**src/rtl/add_round_key_seq.sv**
```systemverilog
// add_round_key_seq: AddRoundKey stage with a stored key schedule and valid/ready flow.
// Define ARK_ZEROIZE_EN to add a zeroize input that wipes the schedule.
module add_round_key_seq #(
  parameter int NK = 8
) (
  input  logic         clk,
  input  logic         reset,
`ifdef ARK_ZEROIZE_EN
  input  logic         zeroize,
`endif
  input  logic         key_load,
  input  logic         key_wr_valid,
  input  logic [31:0]  key_wr_data,
  output logic         key_ready,
  input  logic         in_valid,
  output logic         in_ready,
  input  logic [127:0] in_state,
  input  logic [3:0]   in_round,
  output logic         out_valid,
  input  logic         out_ready,
  output logic [127:0] out_state,
  output logic [3:0]   out_round,
  output logic         out_err
);

  localparam int NR = NK + 6;
  localparam int NW = 4 * (NR + 1);
  localparam int AW = $clog2(NW);

  localparam logic [1:0] ST_EMPTY = 2'd0;
  localparam logic [1:0] ST_LOAD  = 2'd1;
  localparam logic [1:0] ST_READY = 2'd2;
`ifdef ARK_ZEROIZE_EN
  localparam logic [1:0] ST_ZERO  = 2'd3;
`endif

  logic [1:0]    st_q, st_d;
  logic [AW-1:0] cnt_q, cnt_d;
  logic          cnt_last;

  logic          wr_en;
  logic [AW-1:0] wr_addr;
  logic [31:0]   wr_data;
  logic [31:0]   sched_q [NW];

  logic          out_valid_q, out_valid_d;
  logic [127:0]  out_state_q, out_state_d;
  logic [3:0]    out_round_q, out_round_d;
  logic          out_err_q, out_err_d;

  logic          in_fire;
  logic          round_ok;
  logic [AW-1:0] rd_base;
  logic [127:0]  rk;

  assign cnt_last = (cnt_q == AW'(NW - 1));

  // Schedule load / wipe sequencing
  always_comb begin
    st_d    = st_q;
    cnt_d   = cnt_q;
    wr_en   = 1'b0;
    wr_addr = cnt_q;
    wr_data = key_wr_data;
    case (st_q)
      ST_EMPTY: begin
        if (key_load) begin
          st_d  = ST_LOAD;
          cnt_d = '0;
        end
      end
      ST_LOAD: begin
        if (key_load) begin
          cnt_d = '0;
        end else if (key_wr_valid) begin
          wr_en = 1'b1;
          cnt_d = cnt_q + AW'(1);
          if (cnt_last) begin
            st_d  = ST_READY;
            cnt_d = '0;
          end
        end
      end
      ST_READY: begin
        if (key_load) begin
          st_d  = ST_LOAD;
          cnt_d = '0;
        end
      end
`ifdef ARK_ZEROIZE_EN
      ST_ZERO: begin
        wr_en   = 1'b1;
        wr_data = '0;
        cnt_d   = cnt_q + AW'(1);
        if (cnt_last) begin
          st_d  = ST_EMPTY;
          cnt_d = '0;
        end
      end
`endif
      default: begin
        st_d  = ST_EMPTY;
        cnt_d = '0;
      end
    endcase
`ifdef ARK_ZEROIZE_EN
    if (zeroize) begin
      st_d  = ST_ZERO;
      cnt_d = '0;
      wr_en = 1'b0;
    end
`endif
  end

  assign key_ready = (st_q == ST_READY);
  assign in_ready  = key_ready & (~out_valid_q | out_ready);
  assign in_fire   = in_valid & in_ready;
  assign round_ok  = (in_round <= 4'(NR));

  // Out-of-range rounds read word 0 but the key is masked off below
  always_comb begin
    rd_base = '0;
    if (round_ok) rd_base = AW'({in_round, 2'b00});
    rk = {sched_q[rd_base],
          sched_q[rd_base + AW'(1)],
          sched_q[rd_base + AW'(2)],
          sched_q[rd_base + AW'(3)]};
  end

  always_comb begin
    out_valid_d = out_valid_q;
    out_state_d = out_state_q;
    out_round_d = out_round_q;
    out_err_d   = out_err_q;
    if (in_fire) begin
      out_valid_d = 1'b1;
      out_state_d = round_ok ? (in_state ^ rk) : in_state;
      out_round_d = in_round;
      out_err_d   = ~round_ok;
    end else if (out_ready) begin
      out_valid_d = 1'b0;
    end
`ifdef ARK_ZEROIZE_EN
    if (zeroize) begin
      out_valid_d = 1'b0;
      out_state_d = '0;
      out_round_d = '0;
      out_err_d   = 1'b0;
    end
`endif
  end

  always_ff @(posedge clk or posedge reset) begin
    if (reset) begin
      st_q        <= ST_EMPTY;
      cnt_q       <= '0;
      out_valid_q <= 1'b0;
      out_state_q <= '0;
      out_round_q <= '0;
      out_err_q   <= 1'b0;
    end else begin
      st_q        <= st_d;
      cnt_q       <= cnt_d;
      out_valid_q <= out_valid_d;
      out_state_q <= out_state_d;
      out_round_q <= out_round_d;
      out_err_q   <= out_err_d;
    end
  end

  // Schedule store is deliberately not reset
  always_ff @(posedge clk) begin
    if (wr_en) sched_q[wr_addr] <= wr_data;
  end

  assign out_valid = out_valid_q;
  assign out_state = out_state_q;
  assign out_round = out_round_q;
  assign out_err   = out_err_q;

endmodule

```
**config.mk**
```make
export PLATFORM = sky130hd
export DESIGN_NAME = add_round_key_seq
export DESIGN_NICKNAME = d
export VERILOG_FILES = /design/src/rtl/add_round_key_seq.sv
export SDC_FILE = /design/constraint.sdc
export NUM_CORES = 2
export LEC_CHECK = 0
export ABC_AREA = 1
export CAP_MARGIN = 15
export CORE_MARGIN = 3
export CORE_UTILIZATION = 61
export DETAILED_ROUTE_END_ITERATION = 7
export PLACE_DENSITY = 0.83
export SLEW_MARGIN = 20
export SYNTH_ARGS = -nofsm -noshare
export SYNTH_HDL_FRONTEND = slang
export SYNTH_SLANG_ARGS = --single-unit
```
**constraint.sdc**
```tcl
create_clock -name clk -period 4.85 [get_ports clk]
set_input_delay 0.7275 -clock clk [delete_from_list [all_inputs] [get_ports clk]]
set_output_delay 0.7275 -clock clk [all_outputs]
set_load 0.05 [all_outputs]
```
== Word level (Yosys, flattened, before mapping) ==
Memory sizes are Yosys's and may differ from the RTL's.
Index checks and enable logic that the tools add are counted.
Storage, ports and cells
  output and inout bits: 136
  memories kept: 1
  bits in writable memories: 1920
  register bits after elaboration: 142
  input bits: 170
Memory list
  sched_q: depth 60, bits a word 32, read ports 4, clocked after Yosys merged registers in 0, write ports 1, line 44  | logic [31:0] sched_q [NW];
Cells by class
  $lt $le $gt $ge: 1
  equal/unequal tests: 8
  reduce and logical (&&, ||, !) cells: 5
  bitwise operators: 6
  add/sub/neg operators: 4
  muxes and demuxes: 19
Operator list (number)
  2-to-1 mux 128 bit: 1
  XOR 128 bit: 1
  2-to-1 mux 6 bit: 5
  adder 6 x 1 -> 6 bit, second input constant: 2
  adder 6 x 2 -> 6 bit, second input constant: 2
  case mux 6 bit (2 select lines): 1
  2-to-1 mux 2 bit: 4
  2-to-1 mux 1 bit: 7
  equality test 6 bit, second input constant: 1
  != test 2 bit, second input constant: 3
  <= comparator 4 bit, second input constant: 1
  case mux 2 bit (2 select lines): 1
  AND reduction 4 bit: 1
  != test 3 bit, second input constant: 1
  bitwise AND 1 bit: 2
  equality test 2 x 1 -> 1 bit, second input constant: 1
  equality test 2 bit, second input constant: 1
  zero test 2 bit: 1
  != test 2 x 1 -> 1 bit, second input constant: 1
  NOT 1 bit: 2
  AND reduction 2 bit: 1
  nonzero test 2 bit: 1
  OR reduction 2 bit: 1
  bitwise OR 1 bit: 1

== Depth between registers and ports, before layout ==
An unclocked memory read counts as a cell.
  depth after elaboration: 6
  mapped depth: 15

== Worst setup path before layout ==
OpenSTA, ideal clock, no wires.
  path kind: input-to-reg
  start point: input port key_load
  end point: memory sched_q[0][0] (enable)
  arrival time: 2765 ps
  library setup time: 421 ps
  path slack: 1664 ps
  data required time: 4429 ps
  stages on the path: 5
  path buffers: 0
  cells stage by stage: inv_1 nand3_1 nor2_1 nand3_1 nor2_1
On the way
  longest elaborated chain between the ends: 4
RTL lines
  from (decl): line 11  | input logic key_load,
  2-to-1 mux 1 bit: line 73  | if (key_load) begin
  2-to-1 mux 1 bit: line 65  | case (st_q)
  2-to-1 mux 1 bit: line 173  | if (wr_en) sched_q[wr_addr] <= wr_data;
  2-to-1 mux 1 bit (not written as such): line 173
  to (decl): line 44
No other way between the ends.

== Worst setup path in the final report ==
  start point: register st_q[0]
  end point: output port in_ready
On the way
  longest elaborated chain between the ends: 2
RTL lines
  from (decl): line 37  | logic [1:0] st_q, st_d;
  from (signal assigned): line 162  | st_q <= st_d;
  equality test 2 bit: line 115  | assign key_ready = (st_q == ST_READY);
  bitwise AND 1 bit: line 116  | assign in_ready = key_ready & (~out_valid_q | out_ready);
  to (decl): line 16  | output logic in_ready,
No other way between the ends.

==> impl_metrics.yaml <==
outcome:
  outcome: "finished, final reports clean"
setup_path:
  cp_cell_sequence: "nor2_1 > o21a_1 > clkdlybuf4s50_1"
  crit_required_ns: 4.12
  crit_arrival_ns: 2.86
  critPathMaxStageDelay_ns: 0.84
  critical_path_class: "flip-flop to output pin"
  crit_fanout: 4
  r2r_end: "out_state[52]$_DFFE_PP0P_"
  ff2ff_path_depth: 7
  end_kind: "output pin"
  start_kind: "flip-flop"
  r2r_start: "st_q[0]$_DFFE_PP0P_"
  r2r_setup_slack_ns: 1.57
  cp_slowest_cell: "clkdlybuf4s50_1"
cts:
  postCtsResizedCells: 0
  cts_root_buffer: "clkbuf_16"
  clk_pin_slew_ns: 0.06
  post-cts-setup-buffers: 0
  cts_sinks: 2062
  worstSkewPairLatency_ns: 0.82
  holdBufCountCts: 0
  cts_tree: "done"
  clockBufferDepth: 3
  cts_made_buffers: 194
  ctsHtreeMaxLevel: 4
synth:
  yosysMostFrequentCell: "edfxtp_1"
  avgSynthCellArea_um2: 11.3
  yosysWarnings: 0
  synth_top_area_share: 0.677
  synth_edf_count: 1920
  synth_common_cells: "edfxtp_1 (1920), nand2_1 (1559), nand3_1 (1292), nor2_1 (1099), o21ai_0 (456)"
  synth_area_leader_cell: "edfxtp_1"
  yosysUniqueCellTypes: 27
  netlist_instances: 7556
  ys_seq_area_frac: 0.719
  synthTopCellsByArea: "edfxtp_1 (68%), nand3_1 (7.6%), nand2_1 (6.9%)"
  synth_ff_type: "edfxtp_1"
  async_flop_share: 0.0689
  ys_seq_elements: 2062
  synth_area_um2: 85100
  synth_fp_nets: 7727
detailed_routing:
  detail_route.iter0.violations: 9818
  vias_per_cell: 6.30
  avgRoutedWirePerCell_um: 25.1
  postRouteAntennaNets: 0
  drt_pass1_iterations: 6
  vias: 61600
  route.detailed.drc: 0
  drt-total-wl_um: 246000
sta:
  worst_pin_slew_ns: 1.17
  setup_violations: 0
  rsz0062_at_grt: "no"
  skew_ns: 0.0350
  relSlewSlack: 0.222
  whs_ns: 0.304
  fin_crit_sh: 0.740
  slew_violations: 0
  worst_slack_ns: 1.26
  max_freq_mhz: 279
  period_minus_slack_ns: 3.59
  fin_setup_tns_ns: 0
  hold_viol_final: 0
cells_and_area:
  nets: 7925
  area_growth_pct: 13.3
  design_area_um2: 96500
  drive_above_1_share: 0.0691
floorplan:
  pin_count: 306
  core_area_um2: 138000
  dieWidth_um: 380
  die_h_um: 380
  die_area_um2: 144000
  start_util: 0.617
  rows: 136
worst_hold_path:
  hp-class: "input pin to flip-flop"
  worstHoldStart: "key_wr_data[10]"
  min_path_cells: 1
  hold_end: "sched_q[15][10]$_DFFE_PP_"
grt:
  use_met2: 0.528
  first_global_vias: 60400
  met1_usage: 0.437
  grt_max_degree: 193
  met3_usage: 0.0692
  grt_usage: 0.334
  grt_overflow: 0
  grt_pass1_wl_um: 363000
  busiest_layer: "met2"
  grt_antenna_before_repair: 10
placement:
  port_buffers: 305
  gp_congestion: 0.843
  dp_hpwl_um: 131000
  place_area_um2: 90100
  pre_cts_ws_ns: 0.923
power:
  p_per_area_nw_per_um2: 430
  total_power_mw: 41.4
  ir_worst_vdd_v: 0.000443
  p_leak_nw: 35.7
flow_run:
  max_cap_viol_count: 0
==> registers in the layout, indices dropped and copies added (netlist names) <==
register	flops
out_err	1
st_q	2
cnt_q	6
out_valid	1
sched_q	1920
out_state	128
out_round	4
==> logic make-up (layout without fill, tap and decap cells) <==
family          count (synthesis)  count (layout)  synth area share
xor+xnor                        1               1          0.000103
compound gates                784             784            0.0464
fa+ha+maj                       1               1          0.000147
simple gates                 3958            3958             0.194
buf+inv                       750            1114            0.0407
other cells                     0               4                 0
flops                        2062            2062             0.719
==> worst max-delay path, delay by kind of cell, from the launching register on <==
kind,cells,cell delay [ns]
buffers and inverters,1,0.84
and+or+nand+nor,1,0.53
DFF,1,0.40
AOI/OAI and AO/OA,1,0.28
==> where the power goes <==
part,switching [mW],total (mW),internal (mW),leakage [nW]
registers,0.475,20.5,20.0,19.2
clock network,6.44,15.0,8.57,3.06
logic,4.21,5.91,1.69,13.5
total,11.1,41.4,30.3,35.7
==> stage by stage <==
| stage | std cells | utilization |
|---|---|---|
| CTS | 9779 | 0.698 |
| global placement | 9416 | 0.653 |
| finish | 9787 | 0.699 |
| detailed placement | 9417 | 0.653 |
| global route | 9783 | 0.699 |
| floorplan | 7556 | - |
==> cells in the final DEF, fill, tap and decap left out, types with 3 or more instances in the layout <==
master / instances
clkdlybuf4s50_1: 272
inv_1: 276
o21ai_1: 68
nor2_4: 62
edfxtp_1: 1920
nand2_1: 1557
clkbuf_8: 19
buf_12: 33
buf_2: 30
nor2_1: 1037
clkinv_2: 31
inv_6: 8
bufinv_16: 13
clkinv_1: 29
buf_4: 130
nand3_1: 1292
o21ai_0: 456
a21oi_1: 256
nor3_1: 3
clkbuf_1: 59
clkbuf_16: 201
diode_2: 4
clkinvlp_4: 4
dfrtp_1: 142
==> per-layer routing <==
layer	part of all wire	vias to the layer above	wire length (µm)
met5	0.000098	-	24
met1	0.35	29400	84900
met3	0.13	707	32300
met2	0.47	4917	115000
li1	-	26600	-
met4	0.055	4	13600
==> worst max-delay path by stage <==
stage                        start                        end  slack [ns]  cells after the start
2_1_floorplan                reset       cnt_q[0]$_DFFE_PP0P_        0.31                      1
3_3_place_gp           in_round[3]  out_state[75]$_DFFE_PP0P_        0.98                     12
3_5_place_dp           in_round[2]  out_state[26]$_DFFE_PP0P_        0.92                     11
4_1_cts        st_q[0]$_DFFE_PP0P_                   in_ready        1.26                      3
5_1_grt        st_q[1]$_DFFE_PP0P_                   in_ready        1.29                      4
6_report       st_q[0]$_DFFE_PP0P_                   in_ready        1.26                      3
==> area by class of cell <==
cell class | count | area, µm²
Sequential cell | 2062 | 61200
Fill cell | 8795 | 41500
Multi-Input combinational cell | 4744 | 21000
Clock buffer | 279 | 5510
Timing Repair Buffer | 468 | 4580
Tap cell | 1863 | 2330
Inverter | 284 | 1120
Clock inverter | 83 | 744
Antenna cell | 4 | 10.0
No activity file was read; power rests on OpenSTA's default activity.
